==> src/rtl/renode_input_monitor_if.sv <==
// Message channel from the input monitor toward the Renode connection sender.
// Latency: none, wires only.
// Backpressure: valid/ready; master holds address/data stable while valid && !ready.
interface renode_input_monitor_if #(
  parameter int AddressWidth = 64,
  parameter int DataWidth    = 64
);
  logic                    msg_valid;
  logic                    msg_ready;
  logic [AddressWidth-1:0] msg_address;
  logic [DataWidth-1:0]    msg_data;

  modport master (
    output msg_valid,
    output msg_address,
    output msg_data,
    input  msg_ready
  );

  modport slave (
    input  msg_valid,
    input  msg_address,
    input  msg_data,
    output msg_ready
  );
endinterface

==> src/rtl/renode_input_monitor.sv <==
// Reports every GPIO level change as a (line index, new level) message, lowest index first.
// Latency: a change registered at edge E0 appears on msg_valid after E1 when the slot is free.
// Backpressure: the message register holds while stalled; later changes wait in the sample/reported mismatch.
module renode_input_monitor #(
  parameter int InputsCount  = 1,
  parameter int AddressWidth = 64,
  parameter int DataWidth    = 64
) (
  input  logic                   clk,
  input  logic                   reset_n,
  input  logic [InputsCount-1:0] inputs,
  renode_input_monitor_if.master msg
);

  localparam int IdxW = (InputsCount > 1) ? $clog2(InputsCount) : 1;

  logic [InputsCount-1:0]  sample_q;
  logic [InputsCount-1:0]  reported_q;
  logic [InputsCount-1:0]  pending;
  logic [InputsCount-1:0]  candidates;
  logic                    valid_q;
  logic [AddressWidth-1:0] address_q;
  logic [DataWidth-1:0]    data_q;
  logic                    transfer;
  logic                    slot_free;
  logic                    sel_found;
  logic [IdxW-1:0]         sel_idx;
  logic [IdxW-1:0]         xfer_idx;

  assign transfer  = valid_q && msg.msg_ready;
  assign slot_free = !valid_q || transfer;
  // The address register only ever holds values below InputsCount.
  assign xfer_idx  = address_q[IdxW-1:0];
  assign pending   = sample_q ^ reported_q;

  // Pick the lowest pending line; the line transferring now is not re-picked
  // because its reported level only updates at this same edge.
  always_comb begin
    candidates = pending;
    sel_found  = 1'b0;
    sel_idx    = '0;
    if (transfer) begin
      candidates[xfer_idx] = 1'b0;
    end
    for (int i = 0; i < InputsCount; i++) begin
      if (candidates[i] && !sel_found) begin
        sel_found = 1'b1;
        sel_idx   = IdxW'(i);
      end
    end
  end

  // Sample the lines and record the level Renode has accepted for each line.
  always_ff @(posedge clk) begin
    if (!reset_n) begin
      sample_q   <= '0;
      reported_q <= '0;
    end else begin
      sample_q <= inputs;
      if (transfer) begin
        reported_q[xfer_idx] <= data_q[0];
      end
    end
  end

  // Load the next message whenever the slot frees; otherwise hold it stable.
  always_ff @(posedge clk) begin
    if (!reset_n) begin
      valid_q   <= 1'b0;
      address_q <= '0;
      data_q    <= '0;
    end else if (slot_free) begin
      if (sel_found) begin
        valid_q   <= 1'b1;
        address_q <= AddressWidth'(sel_idx);
        data_q    <= DataWidth'(sample_q[sel_idx]);
      end else begin
        valid_q <= 1'b0;
      end
    end
  end

  assign msg.msg_valid   = valid_q;
  assign msg.msg_address = address_q;
  assign msg.msg_data    = data_q;

endmodule

==> src/flat_wrapper.sv <==
// flat-port wrapper written by rule: the top's interface ports become plain ports
module renode_input_monitor_flat 
#(
  parameter int InputsCount  = 1,
  parameter int AddressWidth = 64,
  parameter int DataWidth    = 64
)
  (clk, reset_n, inputs, msg_msg_valid, msg_msg_address, msg_msg_data, msg_msg_ready);
  renode_input_monitor_if #(.AddressWidth(AddressWidth), .DataWidth(DataWidth)) msg_i ();
  input  logic clk;
  input  logic reset_n;
  input  logic [InputsCount-1:0] inputs;
  output wire logic [$bits(msg_i.msg_valid)-1:0] msg_msg_valid;
  output wire logic [$bits(msg_i.msg_address)-1:0] msg_msg_address;
  output wire logic [$bits(msg_i.msg_data)-1:0] msg_msg_data;
  input wire logic [$bits(msg_i.msg_ready)-1:0] msg_msg_ready;
  assign msg_msg_valid = msg_i.msg_valid;
  assign msg_msg_address = msg_i.msg_address;
  assign msg_msg_data = msg_i.msg_data;
  assign msg_i.msg_ready = msg_msg_ready;
  renode_input_monitor #(.InputsCount(InputsCount), .AddressWidth(AddressWidth), .DataWidth(DataWidth)) u_core (.clk(clk), .reset_n(reset_n), .inputs(inputs), .msg(msg_i));
endmodule
==> config.mk <==
export PLATFORM = sky130hd
export DESIGN_NAME = renode_input_monitor_flat
export DESIGN_NICKNAME = d
export VERILOG_FILES = /design/src/rtl/renode_input_monitor_if.sv /design/src/rtl/renode_input_monitor.sv /design/src/flat_wrapper.sv
export SDC_FILE = /design/constraint.sdc
export NUM_CORES = 1
export LEC_CHECK = 0
export BUFFER_PORTS_ARGS = -buffer_cell sky130_fd_sc_hd__buf_2
export CORE_UTILIZATION = 34
export DETAILED_ROUTE_END_ITERATION = 10
export PLACE_DENSITY = 0.9
export SYNTH_ARGS = -nofsm -noshare
export SYNTH_HDL_FRONTEND = slang
export SYNTH_SLANG_ARGS = --single-unit
==> constraint.sdc <==
create_clock -name clk -period 1.1 [get_ports clk]
set_input_delay 0.22 -clock clk [delete_from_list [all_inputs] [get_ports clk]]
set_output_delay 0.22 -clock clk [all_outputs]
set_load 0.01 [all_outputs]
Word level (Yosys, flattened, before mapping). Index checks and enable logic that the tools add are counted.

Multiplexer cells: 3. Bitwise gates (word level): 1. Reductions and logical operators: 4.

Operator list (count): $mux 1 (3); $reduce_and 2->1 (1); $logic_and 1x1->1 (1); $logic_not 1->1 (1); $logic_or 1x1->1 (1); $xor 1x1->1 (1).

Flip-flop bits (word level): 4. Input port bits: 4. Word-level logic and storage cells: 12.

Depth between registers and ports, before layout.
Word-level depth: 4. Depth in mapped cells: 2. Depth with buffers taken out: 2.

Worst setup path after synthesis. OpenSTA, ideal clock, no wires.

Kind: reg2reg. Start point: register u_core.valid_q, in the netlist u_core.msg.msg_valid. End point: register u_core.data_q[0], in the netlist u_core.msg.msg_data[0]. Setup time: 117 ps. Data arrival time: 740 ps. Required time: 983 ps. Setup slack: 243 ps. Stages on the path, launching flop included: 3. Buffers on the path: 0. Cells stage by stage: dfxtp_1 > nand2b_1 > a32o_1.

Cells in the longest elaborated chain, start to end: 4.

Ends and longest elaborated chain: start, declared (line renode_input_monitor.sv:21) `logic valid_q;`; start signal, assigned (line renode_input_monitor.sv:69) `valid_q <= 1'b0;`; start signal, assigned (line renode_input_monitor.sv:74) `valid_q <= 1'b1;`; start signal, assigned (line renode_input_monitor.sv:78) `valid_q <= 1'b0;`; $logic_and 1x1->1 (line renode_input_monitor.sv:30) `assign transfer = valid_q && msg.msg_ready;`; $mux 1 (line renode_input_monitor.sv:42) `if (transfer) begin`; $mux 1 (line renode_input_monitor.sv:46) `if (candidates[i] && !sel_found) begin`; $reduce_and 2->1 (no line) *; end signal, assigned (line renode_input_monitor.sv:76) `data_q <= DataWidth'(sample_q[sel_idx]);`; end, declared (line renode_input_monitor.sv:23) `logic [DataWidth-1:0] data_q;`.

Mark *: on every way between the ends. The rest lies on a longest branch, timed or not. A chain may end at the register's enable or synchronous reset.

Final worst setup path.
Start point: register u_core.valid_q, in the netlist u_core.msg.msg_valid. End point: output msg_msg_valid.

RTL lines: end, declared (line flat_wrapper.sv:13) `output wire logic [$bits(msg_i.msg_valid)-1:0] msg_msg_valid;`.

No word-level cell between the ends.

==> results.sh <==
export IMPL_slew_viol_final=0
export IMPL_critPathKind="reg2out"
export IMPL_grt_usage=0.0328
export IMPL_hold_path_startpoint="inputs"
export IMPL_cts_max_level=1
export IMPL_ios=133
export IMPL_globalRouteMet2Util=0.0642
export IMPL_routed_wl_um=888
export IMPL_wl_per_cell_um=4.58
export IMPL_cts_tree="built"
export IMPL_drt_iter0_drc=4
export IMPL_clock_power_share=0.317
export IMPL_ant_nets=0
export IMPL_slowest_delay_ps=420
export IMPL_path_clk_slew_ps=30
export IMPL_outcome="completed"
export IMPL_firstDrtPassIters=2
export IMPL_cp_num_cells=1
export IMPL_clk_latency_ps=240
export IMPL_finalCritPeriodShare=0.952
export IMPL_num_antenna_cells=0
export IMPL_placementRows=20
export IMPL_hold_end="u_core.sample_q"
export IMPL_cp_max_fo=7
export IMPL_period_needed_ps=1050
export IMPL_setup_tns_ps=0
export IMPL_grt_first_pass_wirelength_um=772
export IMPL_areaGrowthSynthToFinish_pct=-33.8
export IMPL_rsz0062_at_grt="no"
export IMPL_p_switching_uw=284
export IMPL_combPwrFrac=0.397
export IMPL_syn_inst=143
export IMPL_met1_usage=0.0184
export IMPL_clk_path_buf_depth=2
export IMPL_grt_ovfl_total=0
export IMPL_grt_busiest_layer="met2"
export IMPL_syn_avg_cell_area_sq_um=7.82
export IMPL_synth_seq_area_share=0.0716
export IMPL_hold_buffers=0
export IMPL_worstHoldPathType="in2reg"
export IMPL_worstReg2RegEnd="u_core.reported_q"
export IMPL_r2r_slack_ps=230
export IMPL_cpLargestDelayFamily="flip-flops"
export IMPL_max_freq_ghz=0.955
export IMPL_final_nets=156
export IMPL_gp_congestion=0.589
export IMPL_skew_ps=5.09
export IMPL_r2r_start="u_core.msg.msg_valid"
export IMPL_die_x_um=59.4
export IMPL_max_vdd_ir_drop_mv=0.382
export IMPL_p_int_uw=297
export IMPL_ys_top_cells_by_area="buf_4, dfxtp_1, and2_1"
export IMPL_cts_made_buffers=3
export IMPL_synth_distinct_cells=13
export IMPL_portBuffers=5
export IMPL_worst_slack_ps=52.8
export IMPL_grt_max_degree=8
export IMPL_worstPathRequired_ps=880
export IMPL_first_global_vias=201
export IMPL_cp_arrival_ps=830
export IMPL_yosys_area_top_type="buf_4"
export IMPL_final_area_sq_um=741
export IMPL_end_kind="output port"
export IMPL_met3_usage=0.00655
export IMPL_pre_cts_ws_ps=232
export IMPL_crit_buf_inv=1
export IMPL_synth_top_area_share=0.852
export IMPL_root_buffer="clkbuf_4"
export IMPL_seq_power_share=0.286
export IMPL_critPathSlowestCell="dfxtp_1"
export IMPL_cap_violations=0
export IMPL_p_leak_nw=0.522
export IMPL_switching_share=0.489
export IMPL_dieHeight_um=59.4
export IMPL_critPathLaunchType="register"
export IMPL_design_die_area_sq_mm=0.00352
export IMPL_postSynthRegisterBits=4
export IMPL_cts_setup_buffers=0
export IMPL_fill_cells=362
export IMPL_post_dp_cell_area_sq_um=718
export IMPL_vias_per_cell=2.47
export IMPL_ys_warn_count=0
export IMPL_dp_hpwl_um=807
export IMPL_route_detailed_drc=0
export IMPL_crit_chain="buf_2"
export IMPL_power_density_mw_per_mm2=784
export IMPL_hold_path_depth=2
export IMPL_drive_gt1_frac=0.0600
export IMPL_start_util=0.363
export IMPL_cts_resized_gates=0
export IMPL_via_count=480
export IMPL_finalHoldViolations=0
export IMPL_r2r_worst_path_cells=2
export IMPL_finalSetupViolations=0
export IMPL_grt_antenna_before_repair=0
export IMPL_clkSinkCount=4
export IMPL_synth_area_sq_mm=0.00112
export IMPL_core_area_sq_mm=0.00308
-- cell usage after synthesis (all sizes together) --
cell type,n
dfxtp,4
a21boi,1
conb,1
nand2,1
nand2b,1
a32o,1
o21bai,1
o21a,1
xor2,1
buf,127
o211a,1
and2,2
and3,1
-- kinds of logic after synthesis --
kind of cell	count (synthesis)	synth area share
buffers and inverters	127	0.852
other	1	0.00335
and+or+nand+nor	5	0.0268
xor gates and xnor gates	1	0.00783
AOI/OAI and AO/OA	5	0.0380
DFF	4	0.0716
-- layout by cell type (no fill, tap or decap) --
cell	n
and2_1	2
o211a_1	1
dfxtp_1	4
a32o_1	1
clkbuf_4	3
xor2_1	1
nand2b_1	1
conb_1	127
a21boi_0	1
o21bai_1	1
buf_2	5
and3_2	1
nand2_1	1
o21a_1	1
-- state kept, by name, summed over array words and instances, names as in the netlist --
name / cells
u_core.sample_q: 1
u_core.msg.msg_valid: 1
u_core.msg.msg_data: 1
u_core.reported_q: 1
-- worst max path at each step --
stage	from	end	slack, ps
3_3_place_gp	u_core.msg.msg_valid	u_core.msg.msg_data[0]	260
2_1_floorplan	u_core.msg.msg_valid	u_core.msg.msg_data[0]	240
4_1_cts	u_core.msg.msg_valid	msg_msg_valid	60
6_report	u_core.msg.msg_valid	msg_msg_valid	50
3_5_place_dp	u_core.msg.msg_valid	u_core.reported_q	230
5_1_grt	u_core.msg.msg_valid	msg_msg_valid	20
-- routing by layer --
| metal | vias up | share of wire |
|---|---|---|
| li1 | 199 | - |
| met1 | 209 | 0.20 |
| met2 | 72 | 0.59 |
| met3 | 0 | 0.21 |
| met4 | 0 | 0 |
| met5 | - | 0 |
-- power groups by stage --
stage                     Combinational [mW]  Sequential [mW]  Clock [mW]
after floorplan                        0.538            0.168           0
after global placement                 0.219            0.166           0
after detailed placement               0.221            0.167           0
after CTS                              0.221            0.165       0.191
after global routing                   0.262            0.166       0.205
final                                  0.230            0.166       0.184
-- area by class of cell --
class	count	area [sq um]	share of cell area
clock buffers	3	22.5	0.0304
flip-flops and latches	4	80.1	0.108
well taps	44	55.1	0.0743
multi-input cells	138	558	0.753
repair buffers	5	25.0	0.0338
-- metrics by stage --
step,hold WS [ps],total power [mW],utilization,cells
after floorplan,338,0.706,-,269
after global placement,420,0.385,0.233,191
after detailed placement,424,0.388,0.233,191
after CTS,179,0.578,0.241,194
after global routing,183,0.634,0.241,194
final,186,0.580,0.241,194
No activity file was read; power rests on OpenSTA's default activity.
